**config.mk**
```make
export PLATFORM = sky130hd
export DESIGN_NAME = pipe_ctrl
export DESIGN_NICKNAME = d
export VERILOG_FILES = /design/src/rtl/pipe_ctrl.sv
export SDC_FILE = /design/constraint.sdc
export NUM_CORES = 1
export LEC_CHECK = 0
export CORE_ASPECT_RATIO = 1.1
export CORE_MARGIN = 2
export CORE_UTILIZATION = 35
export DETAILED_ROUTE_END_ITERATION = 12
export PLACE_DENSITY = 0.62
export SLEW_MARGIN = 5
export SYNTH_ARGS = -nofsm -noshare
export SYNTH_HDL_FRONTEND = slang
export SYNTH_SLANG_ARGS = --single-unit
```
**constraint.sdc**
```tcl
create_clock -name clk -period 5.2 [get_ports clk]
set_input_delay 1.3 -clock clk [delete_from_list [all_inputs] [get_ports clk]]
set_output_delay 1.3 -clock clk [all_outputs]
set_load 0.005 [all_outputs]
```
**src/rtl/pipe_ctrl.sv**
```systemverilog
// rtl/pipe_ctrl.sv - pipeline stall/flush controller with multi-cycle EX sequencer and stall perf counter
module pipe_ctrl #(
    parameter int MC_W   = 6,
    parameter int PERF_W = 32
) (
    input  logic              clk,
    input  logic              rst_n,
    input  logic              stallreq_if,
    input  logic              stallreq_id,
    input  logic              stallreq_ex,
    input  logic              stallreq_mem,
    input  logic              mc_start,
    input  logic [MC_W-1:0]   mc_cycles,
    input  logic              flush_req,
    input  logic [31:0]       flush_target,
    input  logic              perf_clr,
    output logic [5:0]        stall,
    output logic              flush,
    output logic [31:0]       new_pc,
    output logic              mc_busy,
    output logic              mc_done,
    output logic [PERF_W-1:0] stall_cnt
);

    typedef enum logic {IDLE, BUSY} mc_state_e;

    mc_state_e         state_q, state_d;
    logic [MC_W-1:0]   cnt_q, cnt_d;
    logic              pend_q, pend_d;
    logic [31:0]       pend_pc_q, pend_pc_d;
    logic [PERF_W-1:0] stall_cnt_q, stall_cnt_d;
    logic [5:0]        stall_raw;
    logic              ex_req;

    always_comb begin
        state_d = state_q;
        cnt_d   = cnt_q;
        mc_done = 1'b0;
        unique case (state_q)
            IDLE: begin
                if (mc_start && mc_cycles == MC_W'(1)) begin
                    mc_done = 1'b1;
                end else if (mc_start && mc_cycles > MC_W'(1)) begin
                    cnt_d   = mc_cycles - MC_W'(1);
                    state_d = BUSY;
                end
            end
            BUSY: begin
                cnt_d = cnt_q - MC_W'(1);
                if (cnt_q == MC_W'(1)) begin
                    mc_done = 1'b1;
                    state_d = IDLE;
                end
            end
            default: state_d = IDLE;
        endcase
    end

    assign mc_busy = (state_q == BUSY);
    assign ex_req  = stallreq_ex | (mc_start & (mc_cycles != '0)) | mc_busy;

    always_comb begin
        stall_raw = 6'b000000;
        if (stallreq_mem)     stall_raw = 6'b011111;
        else if (ex_req)      stall_raw = 6'b001111;
        else if (stallreq_id) stall_raw = 6'b000111;
        else if (stallreq_if) stall_raw = 6'b000011;
    end

    // A flush only fires when EX can advance, so MEM/EX stall bits are already clear here.
    assign flush  = (flush_req | pend_q) & ~stall_raw[3];
    assign new_pc = flush_req ? flush_target : pend_pc_q;
    assign stall  = flush ? {stall_raw[5:3], 3'b000} : stall_raw;

    always_comb begin
        pend_d    = pend_q;
        pend_pc_d = pend_pc_q;
        if (flush) begin
            pend_d = 1'b0;
        end else if (flush_req) begin
            pend_d    = 1'b1;
            pend_pc_d = flush_target;
        end
    end

    always_comb begin
        stall_cnt_d = stall_cnt_q;
        if (perf_clr)                        stall_cnt_d = '0;
        else if (stall[0] && ~&stall_cnt_q)  stall_cnt_d = stall_cnt_q + PERF_W'(1);
    end

    assign stall_cnt = stall_cnt_q;

    always_ff @(posedge clk or negedge rst_n) begin
        if (!rst_n) begin
            state_q     <= IDLE;
            cnt_q       <= '0;
            pend_q      <= 1'b0;
            pend_pc_q   <= '0;
            stall_cnt_q <= '0;
        end else begin
            state_q     <= state_d;
            cnt_q       <= cnt_d;
            pend_q      <= pend_d;
            pend_pc_q   <= pend_pc_d;
            stall_cnt_q <= stall_cnt_d;
        end
    end

endmodule

```
Word level (Yosys, flattened, before mapping)
Cells that the tools add are included.
{"block": "op_classes", "addsub": 3, "muxes": 20, "bitwise": 7, "n_eq_ne": 4, "order_cmp": 1, "reduce_logical": 9}
{"cell": "32-bit two-way mux", "n": 3}
{"cell": "32-bit by 1-bit adder with 32-bit output (second input constant)", "n": 1}
{"cell": "32-bit AND reduction", "n": 1}
{"cell": "6-bit by 1-bit == test with 1-bit output (second input constant)", "n": 2}
{"cell": "6-bit two-way mux", "n": 2}
{"cell": "6-bit case mux with 2 select lines", "n": 1}
{"cell": "6-bit by 1-bit subtractor with 6-bit output (second input constant)", "n": 2}
{"cell": "1-bit two-way mux", "n": 7}
{"cell": "6-bit by 1-bit greater-than comparator with 1-bit output (second input constant)", "n": 1}
{"cell": "3-bit two-way mux", "n": 2}
{"cell": "6-bit nonzero test", "n": 1}
{"cell": "5-bit two-way mux", "n": 1}
{"cell": "4-bit two-way mux", "n": 1}
{"cell": "2-bit != test (second input constant)", "n": 2}
{"cell": "1-bit case mux with 2 select lines", "n": 2}
{"cell": "2-bit nonzero test", "n": 2}
{"cell": "1-bit logical AND", "n": 3}
{"cell": "1-bit bitwise OR", "n": 3}
{"cell": "1-bit AND", "n": 2}
{"cell": "2-bit two-way mux", "n": 1}
{"cell": "1-bit NOT", "n": 2}
{"cell": "2-bit AND reduction", "n": 1}
{"cell": "1-bit zero test", "n": 1}
{"block": "totals", "out_inout_bits": 73, "elab_cells": 49, "regBits": 72, "input_bits": 47}

Longest topological paths before layout
Gate-level depths: netlist of the first run.
{"block": "logic_depth", "word_depth": 12, "depth_mapped": 9}

Worst setup path before layout of the first run
OpenSTA, ideal clock, no wires.
{"block": "synth_path", "path_type": "input-to-output", "startpoint": "input port mc_cycles[1]", "endpoint": "output port stall[1]", "arrival_ns": 2.652, "path_stages": 9, "t_required_ns": 3.900, "n_path_buf": 3, "path_slack_ns": 1.248, "path_cell_list": "inv_1 -> ha_1 -> nor4b_4 -> a21oi_4 -> nor2_4 -> buf_6 -> buf_2 -> inv_1 -> buf_4"}
{"block": "synth_between", "elab_chain_cells": 9}
{"item": "start: declaration", "line": "13", "rtl": "input logic [MC_W-1:0] mc_cycles,"}
{"item": "6-bit nonzero test", "line": "60", "rtl": "assign ex_req = stallreq_ex | (mc_start & (mc_cycles != '0)) | mc_busy;"}
{"item": "1-bit AND", "line": "60"}
{"item": "1-bit bitwise OR (2 in series)", "line": "60"}
{"item": "4-bit two-way mux", "line": "65", "rtl": "else if (ex_req) stall_raw = 6'b001111;"}
{"item": "5-bit two-way mux", "line": "64", "rtl": "if (stallreq_mem) stall_raw = 6'b011111;"}
{"item": "net stall[3]", "line": "17", "rtl": "output logic [5:0] stall,"}
{"item": "1-bit NOT", "line": "71", "rtl": "assign flush = (flush_req | pend_q) & ~stall_raw[3];"}
{"item": "1-bit AND", "line": "71"}
{"item": "3-bit two-way mux", "line": "73", "rtl": "assign stall = flush ? {stall_raw[5:3], 3'b000} : stall_raw;"}
{"item": "end: declaration", "line": "17"}
The timed path passes the listed nets, and every way through them passes these cells.

Worst setup path in the final report of the first run
{"block": "layout_path", "startpoint": "input port mc_cycles[0]", "endpoint": "output port flush"}
{"block": "layout_between", "elab_chain_cells": 8}
{"item": "6-bit nonzero test", "line": "60"}
{"item": "1-bit AND", "line": "60"}
{"item": "1-bit bitwise OR (2 in series)", "line": "60"}
{"item": "4-bit two-way mux", "line": "65"}
{"item": "5-bit two-way mux", "line": "64"}
{"item": "1-bit NOT", "line": "71"}
{"item": "1-bit AND", "line": "71"}
{"item": "end: declaration", "line": "18", "rtl": "output logic flush,"}
Every way passes these cells.

==> results of run 1 <==
==> stage by stage <==
step	instance area (µm²)	hold slack [ns]
floorplan	4420	0.477
global placement	5660	0.486
detailed placement	5660	0.491
CTS	6020	0.508
global route	6020	0.527
finish	6020	0.504
==> cell usage in the layout (no fill, tap or decap), drive strengths merged, types with 4 or more instances in the layout <==
cell | Yosys | final
clkdlybuf4s50 | 0 | 117
dfrtp | 72 | 72
mux2 | 69 | 69
a21oi | 31 | 31
nand2 | 19 | 19
or4 | 17 | 17
o31ai | 16 | 16
o21ai | 14 | 14
nor2 | 14 | 14
nand4 | 11 | 11
clkbuf | 10 | 11
nand3 | 11 | 11
or3 | 10 | 10
nor3 | 10 | 10
inv | 9 | 9
buf | 16 | 7
nor2b | 6 | 6
and2 | 5 | 5
and4 | 5 | 5
o22a | 5 | 5
ha | 5 | 5
nor4 | 5 | 5
and3 | 4 | 4
nor3b | 4 | 4
==> final timing paths <==
kind / slack, ns / start / end
max in group asynchronous: 3.47 / rst_n / pend_pc_q[11]$_DFFE_PN0P_
min: 0.50 / pend_pc_q[2]$_DFFE_PN0P_ / pend_pc_q[2]$_DFFE_PN0P_
max: 0.45 / mc_cycles[0] / flush
max reg2reg: 2.31 / stall_cnt[0]$_DFFE_PN0P_ / stall_cnt[10]$_DFFE_PN0P_
min reg2reg: 0.50 / pend_pc_q[2]$_DFFE_PN0P_ / pend_pc_q[2]$_DFFE_PN0P_
min in group asynchronous: 1.09 / rst_n / stall_cnt[13]$_DFFE_PN0P_
==> power by group <==
| group | switching [mW] | total, mW | internal (mW) |
|---|---|---|---|
| Clock | 0.228 | 0.721 | 0.494 |
| Combinational | 0.126 | 0.324 | 0.199 |
| Sequential | 0.0449 | 0.661 | 0.616 |
| Total | 0.398 | 1.71 | 1.31 |
==> sequential cells by signal, summed over array words and instances, names as in the netlist <==
register   count
pend_pc_q     32
stall_cnt     32
cnt_q          6
mc_busy        1
pend_q         1
==> routing by layer <==
layer | GRT usage (%) | wire (µm)
met1 | 20.5 | 4810
met2 | 26.7 | 5080
met3 | 2.54 | 519
met4 | 6.02 | 166
met5 | 0 | 0
==> area by class of cell <==
cell class	count	area share [%]
Clock buffer	11	4.20
Clock inverter	5	1.71
Multi-Input combinational cell	288	40.0
Sequential cell	72	29.9
Timing Repair Buffer	124	20.3
Tap cell	157	3.26
Inverter	9	0.561
==> critical path: cells and delay by family <==
| family | cells | cell delay, ns |
|---|---|---|
| AOI/OAI and AO/OA | 1 | 0.17 |
| buffers and inverters | 4 | 1.11 |
| and+or+nand+nor | 2 | 0.65 |
| adders and majority gates | 1 | 0.23 |
==> kinds of logic after synthesis <==
family	after synthesis	share of synthesized area, %
adders and majority gates	5	1.42
and+or+nand+nor	128	20.0
DFF	72	40.8
AOI/OAI and AO/OA	79	11.6
muxes	70	20.3
buffers and inverters	35	4.78
other	1	0.0849
xor gates and xnor gates	5	0.991
==> impl_results.md, run 1 <==
- Crit end category: primary output
- Drt total wl: between 10000 and 15000 µm
- Area share of the largest cell type after synthesis: 40.8%
- Antenna cells: 0
- Setup CP Type: input port to primary output
- Hold_buf cts: 0
- Inst Count DP: 650
- Area Overhead vs Synth: 36.2%
- Skew-Pair Late Insertion Delay: 0.33 ns
- Ys async rst share: 100%
- # DRC: 0
- Pre-CTS WS: 0.431 ns
- Peak per-stage delay on the critical path: 0.51 ns
- Worst Tran Pin Value: approximately 1 ns
- Final setup viols: 0
- Most common cell in the synthesized netlist: dfrtp_1
- Root Driver: clkbuf_16
- Crit start category: input port
- Fillers: 1187
- Post-synth EDFFs: 0
- Nets@finish: between 500 and 600
- Status: finished, final reports clean
- Post_cts resized: 0
- Wire length per cell: 15.9 µm
- Post-CTS setup buffer count: 0
- CP max-delay cell: clkdlybuf4s50_1
- Setup TNS: 0 ns
- First-pass GRT wire length: around 18000 µm
- Design Power: between 1.5 and 2 mW
- Drt pass-1 iters: 4
- Starting Density: 35.4%
- Total grt overflow: 0
- Post-synth top cells: dfrtp_1, mux2_2, a21oi_1
- Register area: 0.00180 mm²
- Post-DP HPWL: 7520 µm
- Max-cap violation count: 0
- Worst Path Required: around 3.9 ns
- Core footprint: 0.0125 mm²
- Synth unique cells: 57
- Fraction of layout cells with a size suffix above 1: 21.8%
- Final critical-path share of the clock period: roughly 91%
- Synth Flop Type: dfrtp_1
- CTS tree: done
- Final worst slack: around 0.45 ns
- Port-buffer cells: 118
- Worst R2R Path Depth: 7
- Slew Viols, Final: 0
- Post-route minimum period: 4.75 ns
- Routed Antenna Nets: 0
- PwrDens: 284 mW/mm²
- Num Clock Sinks: 72
- Final hold vios: 0
- Worst slew margin: 34.7%
- Via density: between 5 and 6
- Post-layout util: 48.2%
- Crit Path Max Fanout: 9
- Largest net degree at the start of global routing: 73
- Area of the multi-input gates: 0.00241 mm²
- Total track usage: 15.8%
- Fmax: roughly 210 MHz
- Via count: approximately 3500
- Warnings, synthesis: 0
- Post-Syn Nets: about 450
- CP Cell Sequence: clkdlybuf4s50_1 > inv_1 > ha_1 > nor4b_4 > a21oi_4 > or2_2 > inv_1 > clkdlybuf4s50_1
- Flops & latches, synth: 72
- Post-Syn Area per Cell: 11.2 µm²
- Num ports: 120
- Final Wtd Congestion: 0.760
- Mapped Area: 0.00442 mm²
- Die ar.: 0.0135 mm²
- Leakage: 2.45 nW
- Top cells by area, synth: dfrtp_1, mux2_4, mux2_2
- Min-Delay Path Class: flop to flop
- Cells on Worst Hold Path: 1
- Peak VDD IR: 0.000115 V
- Die X: 111 µm
- Cell taking the most area after synthesis: dfrtp_1
- Clock slew at reported path FFs: 0.06 ns
- Signal arrival time at the worst endpoint: between 3 and 4 ns
- Clk_skew: 0.00430 ns
- Vias in the first global route: 3492
- Row count: 43
- Max Root-Sink Buffers: 2
- CTS Buf Count: 9
- Post-Syn Instances: approximately 400
- Fin cells: 666
- H-tree Lvls: 3
- Initial DRC Count: between 100 and 150
- Initial antenna violation count: 0
- Sequential fraction of the synthesis area: 40.8%
- RSZ-0062 raised after global routing: false
- Die Y-Extent: 122 µm
(Power assumes the default switching activity.)
==> inputs of run 2 (changes only) <==
--- a/config.mk
+++ b/config.mk
@@ -10,6 +10,7 @@
 export CORE_UTILIZATION = 35
 export DETAILED_ROUTE_END_ITERATION = 12
 export PLACE_DENSITY = 0.62
+export SETUP_SLACK_MARGIN = 0.5
 export SLEW_MARGIN = 5
 export SYNTH_ARGS = -nofsm -noshare
 export SYNTH_HDL_FRONTEND = slang
==> impl_results.md, run 2 (synthesis results as in run 1) <==
- Setup TNS: 0 ns
- Cells on Worst Hold Path: 1
- Commonest cells after routing, fill and taps aside: clkdlybuf4s50_1, dfrtp_1, mux2_2, a21oi_1, mux2_4
- Via count: 3560
- Reg-to-Reg End: stall_cnt[10]$_DFFE_PN0P_
- Num ports: between 100 and 150
- Final setup viols: 0
- Peak per-stage delay on the critical path: 0.51 ns
- Nets@finish: 559
- Via density: between 5 and 6
- Crit start category: input port
- First-pass GRT wire length: 17700 µm
- Post-layout util: approximately 49%
- Post-DP HPWL: 7520 µm
- Num Clock Sinks: around 70
- Initial antenna violation count: 0
- Slew Viols, Final: 0
- CP max-delay cell: clkdlybuf4s50_1
- Drt pass-1 iters: 4
- Antenna cells: 0
- Row count: 43
- Wire length per cell: 15.9 µm
- Inst Count DP: 650
- Reg2reg setup slack: 2.32 ns
- Total grt overflow: 0
- Buf/Inv on CP: 4
- Worst R2R Path Depth: 7
- Starting Density: 35.4%
- Hold Path End: pend_pc_q[2]$_DFFE_PN0P_
- FF-to-FF Start: stall_cnt[0]$_DFFE_PN0P_
- Fin cells: approximately 670
- Drt total wl: roughly 11000 µm
- Final Wtd Congestion: 0.760
- Port-buffer cells: around 120
- Area Overhead vs Synth: 37.1%
- Fmax: between 200 and 250 MHz
- Final hold vios: 0
- Largest net degree at the start of global routing: 73
- Die Y-Extent: roughly 120 µm
- Crit path depth: 8
- Setup CP Type: input port to primary output
- Fraction of layout cells with a size suffix above 1: 22.7%
- Max Root-Sink Buffers: 2
- Post-route minimum period: 4.61 ns
- CP Cell Sequence: clkdlybuf4s50_1 > inv_1 > ha_2 > nor4b_4 > a21oi_4 > or2_2 > inv_1 > clkdlybuf4s50_1
- Crit end category: primary output
- Fin Hold WS: 0.504 ns
- Clock slew at reported path FFs: around 0.060 ns
- Root Driver: clkbuf_16
- Core footprint: 0.0125 mm²
- H-tree Lvls: 3
- Die X: 111 µm
- Max-cap violation count: 0
- Final critical-path share of the clock period: 88.7%
- Pre-CTS WS: 0.431 ns
- Hold path startpoint: pend_pc_q[2]$_DFFE_PN0P_
- Final worst slack: about 0.6 ns
- Worst Tran Pin Value: 0.989 ns
- CTS tree: done
- Total track usage: 15.9%
- Skew-Pair Late Insertion Delay: 0.33 ns
- # DRC: 0
- Crit Path Max Fanout: 4
- Vias in the first global route: 3519
- Initial DRC Count: about 160
- RSZ-0062 raised after global routing: false
- Min-Delay Path Class: flop to flop
- Die ar.: 0.0135 mm²
- Routed Antenna Nets: 0
- Signal arrival time at the worst endpoint: around 3.3 ns
- Worst slew margin: 33.8%
- Clk_skew: 0.00410 ns
- Most common cell after layout, fill and taps aside: clkdlybuf4s50_1
- CTS Buf Count: 9
- Top delay family on crit path: buffers and inverters
- Status: finished, final reports clean
- PwrDens: about 280 mW/mm²
- Leakage: 2.48 nW
- Worst Path Required: 3.90 ns
- Peak VDD IR: 0.000115 V
run 2: changes by cell type in the layout (fill, tap and decap cells not counted), sizes merged:
cell / delta
clkdlybuf4s50: -1
dlymetal6s2s: +1
buf: +3
run 2: repair_timing:
item | 4_1_cts | 5_1_grt
setup buffers | 2 | 1
pin swaps | 1 | 1
resized for setup | 1 | 2
hold buffers | 0 | 0
endpoints found under the setup margin | 1 | 1
run 2: worst max-delay path by stage:
stage                    end          from  slack (ns)
floorplan           stall[1]  mc_cycles[1]        1.25
global placement       flush  mc_cycles[0]        0.49
detailed placement     flush  mc_cycles[0]        0.43
CTS                    flush  mc_cycles[0]        0.52
global route           flush  mc_cycles[1]        0.51
finish                 flush  mc_cycles[1]        0.59
run 2: final cells by class:
type,count,area [µm²]
sequential,72,1800
timing repair buffer,127,1260
tap,157,196
multi-input combinational,288,2410
clock inverter,5,103
fill,1180,6420
inverter,9,33.8
clock buffer,11,253
run 2: where the power goes:
part | switching, mW | internal [mW]
logic | 0.126 | 0.199
registers | 0.0449 | 0.616
clock network | 0.228 | 0.494
total | 0.399 | 1.31
run 2: stage by stage:
stage               area, µm²  total power [mW]
floorplan                4420             0.848
global route             6060              1.79
CTS                      6050              1.73
global placement         5660             0.985
finish                   6060              1.71
detailed placement       5660             0.997
run 2: per-layer routing:
metal | part of all wire, % | global-route usage, % | routed length [µm]
met5 | 0 | 0 | 0
met2 | 48 | 26.8 | 5120
met4 | 1.6 | 6.02 | 166
met1 | 46 | 20.7 | 4870
met3 | 4.6 | 2.54 | 494
